==> config.mk <==
export PLATFORM = sky130hd
export DESIGN_NAME = if_fetch
export DESIGN_NICKNAME = d
export VERILOG_FILES = /design/src/rtl/if_fetch.sv
export SDC_FILE = /design/constraint.sdc
export NUM_CORES = 1
export LEC_CHECK = 0
export CAP_MARGIN = 20
export CORE_MARGIN = 5
export CORE_UTILIZATION = 39
export DETAILED_ROUTE_END_ITERATION = 8
export GPL_ROUTABILITY_DRIVEN = 0
export PLACE_DENSITY = 0.77
export SYNTH_ARGS = -nofsm -noshare
export SYNTH_HDL_FRONTEND = slang
export SYNTH_SLANG_ARGS = --single-unit
export TNS_END_PERCENT = 10
==> constraint.sdc <==
create_clock -name clk -period 1.49 [get_ports clk]
set_input_delay 0.149 -clock clk [delete_from_list [all_inputs] [get_ports clk]]
set_output_delay 0.149 -clock clk [all_outputs]
set_load 0.02 [all_outputs]
==> src/rtl/if_fetch.sv <==
// Instruction-fetch stage: owns the fetch PC, runs a single-outstanding imem handshake
// and presents a one-entry IF/ID register. Optional feature macro: FETCH_ALIGN_CHECK_EN.
//
// state | meaning
// IDLE  | post-reset bubble, request next cycle
// REQ   | request pc to imem, wait for grant
// WAIT  | granted, wait for response
// HOLD  | response parked in pending register, IF/ID still occupied
// DROP  | flushed while a request was in flight, swallow its response
module if_fetch #(
  parameter logic [31:0] RESET_PC = 32'hBFC00000,
  parameter logic [31:0] NOP_INST = 32'h00000000
) (
  input  logic        clk,
  input  logic        rst,
  input  logic [31:0] npc,
  input  logic        flush,
  input  logic [31:0] flush_pc,
  output logic [31:0] pc,
  output logic        imem_req,
  output logic [31:0] imem_addr,
  input  logic        imem_gnt,
  input  logic        imem_rvalid,
  input  logic [31:0] imem_rdata,
  output logic        id_valid,
  input  logic        id_ready,
  output logic [31:0] id_pc,
  output logic [31:0] id_inst,
  output logic        id_adel
);

  typedef enum logic [2:0] {
    S_IDLE = 3'd0,
    S_REQ  = 3'd1,
    S_WAIT = 3'd2,
    S_HOLD = 3'd3,
    S_DROP = 3'd4
  } state_t;

  state_t      state;
  logic [31:0] pc_q;
  logic [31:0] pend_inst;
  logic        adel_q;
  logic        out_free;
  logic        misalign;

`ifdef FETCH_ALIGN_CHECK_EN
  assign misalign = (pc_q[1:0] != 2'b00);
`else
  assign misalign = 1'b0;
`endif

  assign out_free  = !id_valid || id_ready;
  assign imem_req  = (state == S_REQ) && !misalign;
  assign imem_addr = pc_q;
  assign pc        = pc_q;
  assign id_adel   = adel_q;

  always_ff @(posedge clk) begin
    if (rst) begin
      state     <= S_IDLE;
      pc_q      <= RESET_PC;
      pend_inst <= '0;
      id_valid  <= 1'b0;
      id_pc     <= '0;
      id_inst   <= '0;
      adel_q    <= 1'b0;
    end else if (flush) begin
      // flush beats everything, including a same-cycle consume or load
      id_valid <= 1'b0;
      pc_q     <= flush_pc;
      case (state)
        S_REQ:   state <= (imem_req && imem_gnt) ? S_DROP : S_REQ;
        S_WAIT:  state <= imem_rvalid ? S_REQ : S_DROP;
        S_DROP:  state <= imem_rvalid ? S_REQ : S_DROP;
        default: state <= S_REQ;
      endcase
    end else begin
      if (id_valid && id_ready)
        id_valid <= 1'b0;
      case (state)
        S_IDLE: state <= S_REQ;
        S_REQ: begin
          if (misalign) begin
            // misaligned fetch completes locally without touching imem
            if (out_free) begin
              id_inst  <= NOP_INST;
              id_pc    <= pc_q;
              adel_q   <= 1'b1;
              id_valid <= 1'b1;
              pc_q     <= npc;
            end
          end else if (imem_gnt) begin
            state <= S_WAIT;
          end
        end
        S_WAIT: begin
          if (imem_rvalid) begin
            if (out_free) begin
              id_inst  <= imem_rdata;
              id_pc    <= pc_q;
              adel_q   <= 1'b0;
              id_valid <= 1'b1;
              pc_q     <= npc;
              state    <= S_REQ;
            end else begin
              pend_inst <= imem_rdata;
              state     <= S_HOLD;
            end
          end
        end
        S_HOLD: begin
          if (id_ready) begin
            id_inst  <= pend_inst;
            id_pc    <= pc_q;
            adel_q   <= 1'b0;
            id_valid <= 1'b1;
            pc_q     <= npc;
            state    <= S_REQ;
          end
        end
        S_DROP: begin
          if (imem_rvalid)
            state <= S_REQ;
        end
        default: state <= S_IDLE;
      endcase
    end
  end

endmodule

==> flow_summary.toml, run 1 <==
[global_route]
grt_overflow_total = 0
grt_pass1_wl_mm = 27.39
antenna_found_initial = 0
grt_pass1_vias = 5305
grt_start_max_net_pins = 53
grt_usage_pct = 20.46

[clock_tree]
cts.clk_slew.worst_paths_ps = 60
cts_tree = "built"
root_buffer = "clkbuf_16"
clkLatencyLatePin_ps = 410
max-clock-path-buffers = 2
numCtsBuffers = 17
cts_sinks = 132
htreeDepth = 4

[power_and_ir_drop]
p_switching_mw = 2.559
p_int_mw = 6.815
p_clk_share_pct = 41.6
powerDensity_mw_per_mm2 = 1016
switching_share_pct = 27.30
p_total_mw = 9.373
p_comb_share_pct = 18.1
peakVddDrop_v = 0.0007922
pwr-share-seq_pct = 40.3
p_leak_nw = 3.996

[timing]
hold_viol = 0
fmax_mhz = 616.2
setup_slack_ps = -132.8
setup_viol = 117
skew_ps = 6.914
rsz0062_at_grt = "yes"
slew_violations = 0
fin_crit_sh_pct = 108.9
fin_crit_ps = 1623
hold_ws_ps = 145.0

[detailed_routing]
drc_errors = 0
routed_via_density = 5.241
wl_mm = 19.44
final_antenna_net_count = 0
first_iter_violations = 326
vias = 5639
firstDrtPassIters = 5
drt-wirelength-per-cell_um = 18.07

[layout]
syn_to_final_growth_pct = 61.47
antenna_cells = 0
instances_no_fill = 1076
layout.nets = 981
drive_gt1_share_pct = 17.71
nFillCells = 1224

[yosys]
syn_area_per_cell_um2 = 8.807
ys_ff_latch = 132
synth_area_mm2 = 0.005715
syn_inst = 649
ys_top_cells_by_area = "dfxtp_1, mux2i_1, nand2_1"
synthArstFlopShare_pct = 0
yosysWarnings = 0
seq_area_frac_synth_pct = 46.23
synth_most_common_cell = "dfxtp_1"
synth_edf_count = 0
synth_nets = 751
ys_dominant_reg_cell = "dfxtp_1"
synth_top_area_cell = "dfxtp_1"
synth_common_cells = "dfxtp_1, nand2_1, nor2_1"
ys_types = 34
synth_top_area_share_pct = 46.23

[run]
drv_cap = 0

[hold_path]
hp-class = "in2reg"
hold_depth = 2
hold_end = "id_pc[22]$_SDFFE_PP0P_"
hp-start = "rst"

[critical_path]
crit_fanout = 14
cp.arrival_ps = 1950
reg2reg_slack_ps = -130
critPathRequiredTime_ps = 1810
worst_setup_path_end_kind = "flip-flop"
r2r-end = "id_inst[21]$_SDFFE_PP0P_"
crit_path_start = "state[0]$_SDFFE_PP0P_"
reg2reg_depth = 6
path_class = "reg2reg"
timing.rr.start = "state[0]$_SDFFE_PP0P_"
crit_path_start_kind = "flip-flop"

[floorplanning]
coreArea_mm2 = 0.01448
die_w_um = 131.1
rows = 44
die-area_mm2 = 0.01718
initial_utilization_pct = 39.47
ios = 233
die_y_um = 131.1

[placement]
port_buffers = 231
dpl.cell_count = 1017
dpl.hpwl_mm = 12.22

[run_status]
outcome = "finished, violations left"
violations = "setup timing"
stage by stage:
step / instance area [um2] / setup TNS (ps) / worst slack (ps) / util (%)
after floorplan: 5732 / -2007 / -33.15 / -
after global placement: 8177 / -27640 / -277.6 / 56.47
after detailed placement: 8177 / -31290 / -391.3 / 56.47
after CTS: 8934 / -5359 / -147.2 / 61.70
after global routing: 9229 / -12990 / -173.5 / 63.74
final: 9229 / -5497 / -132.8 / 63.74
kinds of logic (layout without fill, tap and decap cells):
group | count (synthesis) | after routing | synth area share [%]
AOI/OAI and AO/OA | 107 | 107 | 13.70
buffers and inverters | 90 | 333 | 9.457
muxes | 67 | 67 | 11.78
DFF | 132 | 132 | 46.23
other | 1 | 1 | 0.06561
and+or+nand+nor | 252 | 252 | 18.76
layer usage:
layer  global-route usage [%]  share of wire (%)  up-vias
met2                    34.23                 49      242
met5                        0                  0        -
li1                         -                  -     2685
met1                    24.47                 40     2682
met4                    8.953                2.5        0
met3                    5.835                8.5       30
critical path: stages (launching register included):
cell and delay [ps]:
dfxtp_4 370, buf_6 120, or2_4 250, and4_4 230
buf_12 150, clkbuf_16 180, a311oi_1 220
final cells by class:
class                      count  area [um2]  area share (%)
clock inverter                13       111.4           1.207
multi-input combinational    427        2734           29.62
inverter                       2       7.507         0.08134
timing repair buffer         299        3050           33.05
tap                          184       230.2           2.495
clock buffer                  19       442.9           4.799
sequential                   132        2653           28.74
power groups by stage:
stage / registers (mW) / clock network [mW] / logic (mW)
2_1_floorplan: 3.95 / 0 / 0.705
3_3_place_gp: 3.85 / 0 / 1.61
3_5_place_dp: 3.85 / 0 / 1.62
4_1_cts: 3.77 / 3.97 / 1.62
5_1_grt: 3.79 / 4.12 / 1.81
6_report: 3.77 / 3.90 / 1.70
registers in the layout (all words and copies together) (netlist names):
name	cells
id_inst	32
id_pc	32
id_valid	1
imem_addr	32
pend_inst	32
state	3
timing repair:
item                       CTS  global route
setup endpoints to repair  260           131
cloned                       6             7
pin swaps                    8            21
buffers inserted            11             6
hold buffers                 0             0
resized for setup          160            43
worst max path at each step:
stage	end	slack (ps)
2_1_floorplan	pend_inst[10]$_SDFFE_PP0P_	-30
3_3_place_gp	state[0]$_SDFFE_PP0P_	-280
3_5_place_dp	state[0]$_SDFFE_PP0P_	-390
4_1_cts	id_inst[31]$_SDFFE_PP0P_	-150
5_1_grt	id_inst[17]$_SDFFE_PP0P_	-170
6_report	id_inst[21]$_SDFFE_PP0P_	-130
placed cells by master, fill, tap and decap left out, types with 3 or more instances in the layout:
master / n
nand3_1: 32
mux2i_1: 64
clkinv_2: 5
buf_6: 13
a311oi_2: 22
nand2_2: 5
nor2_1: 85
a21oi_1: 41
nand2_1: 93
clkinvlp_4: 4
nor2b_1: 5
nor2_2: 6
clkinv_4: 3
clkdlybuf4s50_1: 100
dlygate4sd2_1: 129
a311oi_1: 10
nor3_1: 10
buf_4: 34
buf_16: 4
dfxtp_1: 128
buf_12: 11
clkbuf_16: 22
a211oi_1: 23
Note: power is estimated with default switching activity, not from simulation.
==> run 2, diff against run 1 <==
GPL_ROUTABILITY_DRIVEN = unset   (was 0)
REMOVE_ABC_BUFFERS = 1   (was unset)
==> flow_summary.toml, run 2 (synthesized netlist as in run 1, its figures left out) <==
[power_and_ir_drop]
p_leak_nw = 3.954
powerDensity_mw_per_mm2 = 1060
peakVddDrop_v = 0.0007912

[global_route]
grt_use_met3_pct = 6.686
grt_start_max_net_pins = 61
met2_usage_pct = 33.18
grt_pass1_vias = 5086
grt_usage_pct = 20.19
grt_pass1_wl_mm = 26.98
grt-busiest-layer = "met2"
grt_overflow_total = 0
gr-usage-met1_pct = 25.11
antenna_found_initial = 0

[timing]
rsz0062_at_grt = "yes"
fin_crit_ps = 1574
fin_crit_sh_pct = 105.6
hold_ws_ps = 64.21
fmax_mhz = 635.5
setup_viol = 53
skew_ps = 12.47
setup_slack_ps = -83.66
hold_viol = 0
slew_violations = 0

[clock_tree]
cts_sinks = 132
root_buffer = "clkbuf_16"
max-clock-path-buffers = 2
numCtsBuffers = 17
htreeDepth = 4
cts.clk_slew.worst_paths_ps = 60
cts_tree = "built"
clkLatencyLatePin_ps = 420

[critical_path]
critPathSlowestCell = "dfxtp_4"
slowest_delay_ps = 380
crit_fanout = 8
path_cells = "buf_6 -> nor4_4 -> buf_4 -> clkbuf_16 -> mux2i_1 -> nor2_1"
critPathRequiredTime_ps = 1790
worst_setup_path_end_kind = "flip-flop"
crit_path_start_kind = "flip-flop"
cp.arrival_ps = 1880
path_class = "reg2reg"

[run_status]
violations = "setup timing"
outcome = "finished, violations left"

[floorplanning]
die_w_um = 131.1
ios = 233
die_y_um = 131.1
die-area_mm2 = 0.01718
initial_utilization_pct = 39.47
coreArea_mm2 = 0.01448
rows = 44

[placement]
gp_congestion = 0.8306
place_area_mm2 = 0.008132
port_buffers = 231
dpl.hpwl_mm = 12.31

[detailed_routing]
final_antenna_net_count = 0
wl_mm = 19.34
vias = 5514
first_iter_violations = 353
drt-wirelength-per-cell_um = 18.18
drc_errors = 0
firstDrtPassIters = 4
routed_via_density = 5.182

[run]
drv_cap = 0

[layout]
syn_to_final_growth_pct = 59.65
final_cell_mix = "dlygate4sd2_1, dfxtp_1, clkdlybuf4s50_1"
finish.instance_area_mm2 = 0.009125
drive_gt1_share_pct = 15.57
final_common_cell = "dlygate4sd2_1"
antenna_cells = 0
layout.nets = 969

[hold_path]
hp-class = "in2reg"
==> run 2: cell count changes in the layout (fill, tap and decap cells not counted), moves of 5 or more <==
cell / change
a311oi_1: +12
a311oi_2: -12
buf_4: -8
clkbuf_8: +5
nand2_1: +5
nand2_2: -5
==> run 2: report_power, final <==
part           internal (mW)  switching (mW)
combinational          0.800           0.849
sequential              3.66           0.129
clock                   2.73            1.51
==> run 2: layout make-up <==
cell class | instances | area (um2)
fillers | 1244 | 5354
well taps | 184 | 230.2
multi-input cells | 428 | 2719
flip-flops and latches | 132 | 2655
clock inverters | 7 | 93.84
repair buffers | 286 | 2904
inverters | 2 | 7.507
clock buffers | 25 | 515.5
==> run 2: final timing paths <==
kind,end,from,slack [ps],cells after the start
worst min-delay path,pend_inst[22]$_SDFFE_PP0P_,rst,60,2
worst min register to register,id_pc[23]$_SDFFE_PP0P_,id_pc[23]$_SDFFE_PP0P_,450,2
worst max register to register,pend_inst[24]$_SDFFE_PP0P_,state[0]$_SDFFE_PP0P_,-80,6
worst max-delay path,pend_inst[24]$_SDFFE_PP0P_,state[0]$_SDFFE_PP0P_,-80,6
==> run 2: stage by stage <==
step	total power, mW	util, %	setup TNS [ps]	worst slack, ps	instances
2_1_floorplan	4.471	-	-267660	-2645	561
3_3_place_gp	5.447	56.16	-32250	-301.8	1014
3_5_place_dp	5.460	56.16	-35530	-358.2	1014
4_1_cts	9.575	60.10	-788.7	-60.11	1050
5_1_grt	10.02	63.02	-8438	-140.6	1064
6_report	9.671	63.02	-1487	-83.66	1064
==> run 2: critical path: cells and delay by family, from the launching register on <==
family	cells	cell delay, ps
buf+inv	3	520
flops	1	380
simple gates	2	350
mux	1	210
==> run 2: repair_timing <==
action	4_1_cts	5_1_grt
hold buffers	0	0
setup buffers	2	5
setup endpoints to repair	251	131
gates cloned	2	9
pin swaps	24	40
resized for setup	152	48
==> run 2: routing by layer <==
layer  share of wire (%)  routed length [um]
met1                  41                8011
met2                  48                9271
met3                 9.2                1789
met4                 1.4                 271
met5                   0                   0
==> run 3, diff against run 2 <==
SETUP_SLACK_MARGIN = 0.15   (was unset)
==> flow_summary.toml, run 3 (synthesized netlist as in run 1, its figures left out) <==
[layout]
final_cell_mix = "dfxtp_1, clkdlybuf4s50_1, nand2_1"
layout.nets = 959
drive_gt1_share_pct = 16.90
finish.instance_area_mm2 = 0.008862
final_common_cell = "dfxtp_1"
instances_no_fill = 1054
nFillCells = 1246
antenna_cells = 0
syn_to_final_growth_pct = 55.06
fin_util_pct = 61.21

[timing]
skew_ps = 11.41
hold_ws_ps = 65.22
rsz0062_at_grt = "yes"
fin_crit_ps = 1563
hold_viol = 0
setup_slack_ps = -73.47
fmax_mhz = 639.6
fin_crit_sh_pct = 104.9
setup_viol = 82
slew_violations = 0

[placement]
gp_congestion = 0.8306
pre_cts_ws_ps = -358.2
dpl.hpwl_mm = 12.31
place_area_mm2 = 0.008132
port_buffers = 231
dpl.cell_count = 1014

[run]
drv_cap = 0

[critical_path]
path_cells = "or2_2 -> nand3_2 -> buf_12 -> mux2i_1 -> a211oi_2"
cp.depth = 5
r2r-end = "imem_addr[18]$_SDFFE_PP0P_"
critical-path-top-delay-family = "simple AND/OR/NAND/NOR gates"
critPathSlowestCell = "dfxtp_4"
crit_path_start = "state[0]$_SDFFE_PP0P_"
cp.arrival_ps = 1850
worst_setup_path_end_kind = "flip-flop"
critPathRequiredTime_ps = 1780
cp-endpoint = "imem_addr[18]$_SDFFE_PP0P_"
crit_path_start_kind = "flip-flop"
path_class = "reg2reg"
timing.rr.start = "state[0]$_SDFFE_PP0P_"
path_buf_inv = 1
reg2reg_depth = 5
reg2reg_slack_ps = -70
crit_fanout = 24
slowest_delay_ps = 380

[clock_tree]
root_buffer = "clkbuf_16"
cts_tree = "built"
htreeDepth = 4
clkLatencyLatePin_ps = 410
numCtsBuffers = 17
max-clock-path-buffers = 2
cts.clk_slew.worst_paths_ps = 60
ctsHoldBuffers = 0
cts_sinks = 132

[power_and_ir_drop]
powerDensity_mw_per_mm2 = 1081
pwr-share-seq_pct = 39.6
peakVddDrop_v = 0.0007822
p_switching_mw = 2.443
p_comb_share_pct = 16.4
switching_share_pct = 25.49
p_int_mw = 7.139
p_leak_nw = 3.765
p_clk_share_pct = 44.0

[detailed_routing]
wl_met1_mm = 7.842
vias = 5389
drc_errors = 0
routed_via_density = 5.113
final_antenna_net_count = 0
highest_layer = "met4"
wl_mm = 18.55
firstDrtPassIters = 5
first_iter_violations = 311
drt-wirelength-per-cell_um = 17.60
wl_met3_mm = 1.686
dr_wl_met2_mm = 8.692

[floorplanning]
coreArea_mm2 = 0.01448
die_w_um = 131.1
rows = 44
initial_utilization_pct = 39.47
die_y_um = 131.1
die-area_mm2 = 0.01718
ios = 233

[hold_path]
hp-class = "in2reg"

[global_route]
grt_overflow_total = 0
grt_start_max_net_pins = 61
grt_pass1_wl_mm = 27.10
antenna_found_initial = 0
grt_pass1_vias = 5095
grt_usage_pct = 20.28

[run_status]
violations = "setup timing"
outcome = "finished, violations left"
run 3: repair_timing:
| item | in CTS | in global routing |
|---|---|---|
| setup buffers | 2 | 1 |
| endpoints found under the setup margin | 260 | 175 |
| gates resized for setup | 188 | 51 |
| pin swaps | 28 | 11 |
| cloned | 2 | 3 |
run 3: power by group through the flow:
stage	clock network (mW)	registers, mW	logic, mW
floorplan	0	4.07	0.401
global placement	0	3.86	1.59
detailed placement	0	3.86	1.60
CTS	4.29	3.79	1.52
global route	4.46	3.81	1.68
finish	4.22	3.79	1.57
run 3: stage by stage:
| step | power [mW] | setup TNS (ps) |
|---|---|---|
| final | 9.581 | -1500 |
| after floorplan | 4.471 | -267660 |
| after global routing | 9.951 | -10910 |
| after global placement | 5.447 | -32250 |
| after CTS | 9.597 | -768.5 |
| after detailed placement | 5.460 | -35530 |
run 3: how the worst min path moves through the flow:
stage | slack, ps | cells past startpoint | to | startpoint
final | 70 | 2 | pend_inst[22]$_SDFFE_PP0P_ | rst
after global routing | 70 | 2 | id_inst[26]$_SDFFE_PP0P_ | rst
after CTS | 50 | 2 | id_inst[26]$_SDFFE_PP0P_ | rst
after detailed placement | 450 | 2 | id_pc[23]$_SDFFE_PP0P_ | id_pc[23]$_SDFFE_PP0P_
after global placement | 440 | 2 | id_pc[23]$_SDFFE_PP0P_ | id_pc[23]$_SDFFE_PP0P_
after floorplan | 220 | 1 | id_inst[23]$_SDFFE_PP0P_ | rst
run 3: metal layers:
| layer | vias up | GRT usage [%] |
|---|---|---|
| met4 | 0 | 6.352 |
| met2 | 216 | 33.30 |
| met3 | 29 | 6.686 |
| met1 | 2512 | 25.28 |
| met5 | - | 0 |
| li1 | 2632 | - |
run 3: cell type report:
class | count | area (um2) | share of cell area [%]
clock buffer | 25 | 515.5 | 5.817
clock inverter | 7 | 93.84 | 1.059
inverter | 2 | 7.507 | 0.08471
multi-input combinational | 427 | 2650 | 29.90
sequential | 132 | 2653 | 29.93
tap | 184 | 230.2 | 2.598
timing repair buffer | 277 | 2713 | 30.61
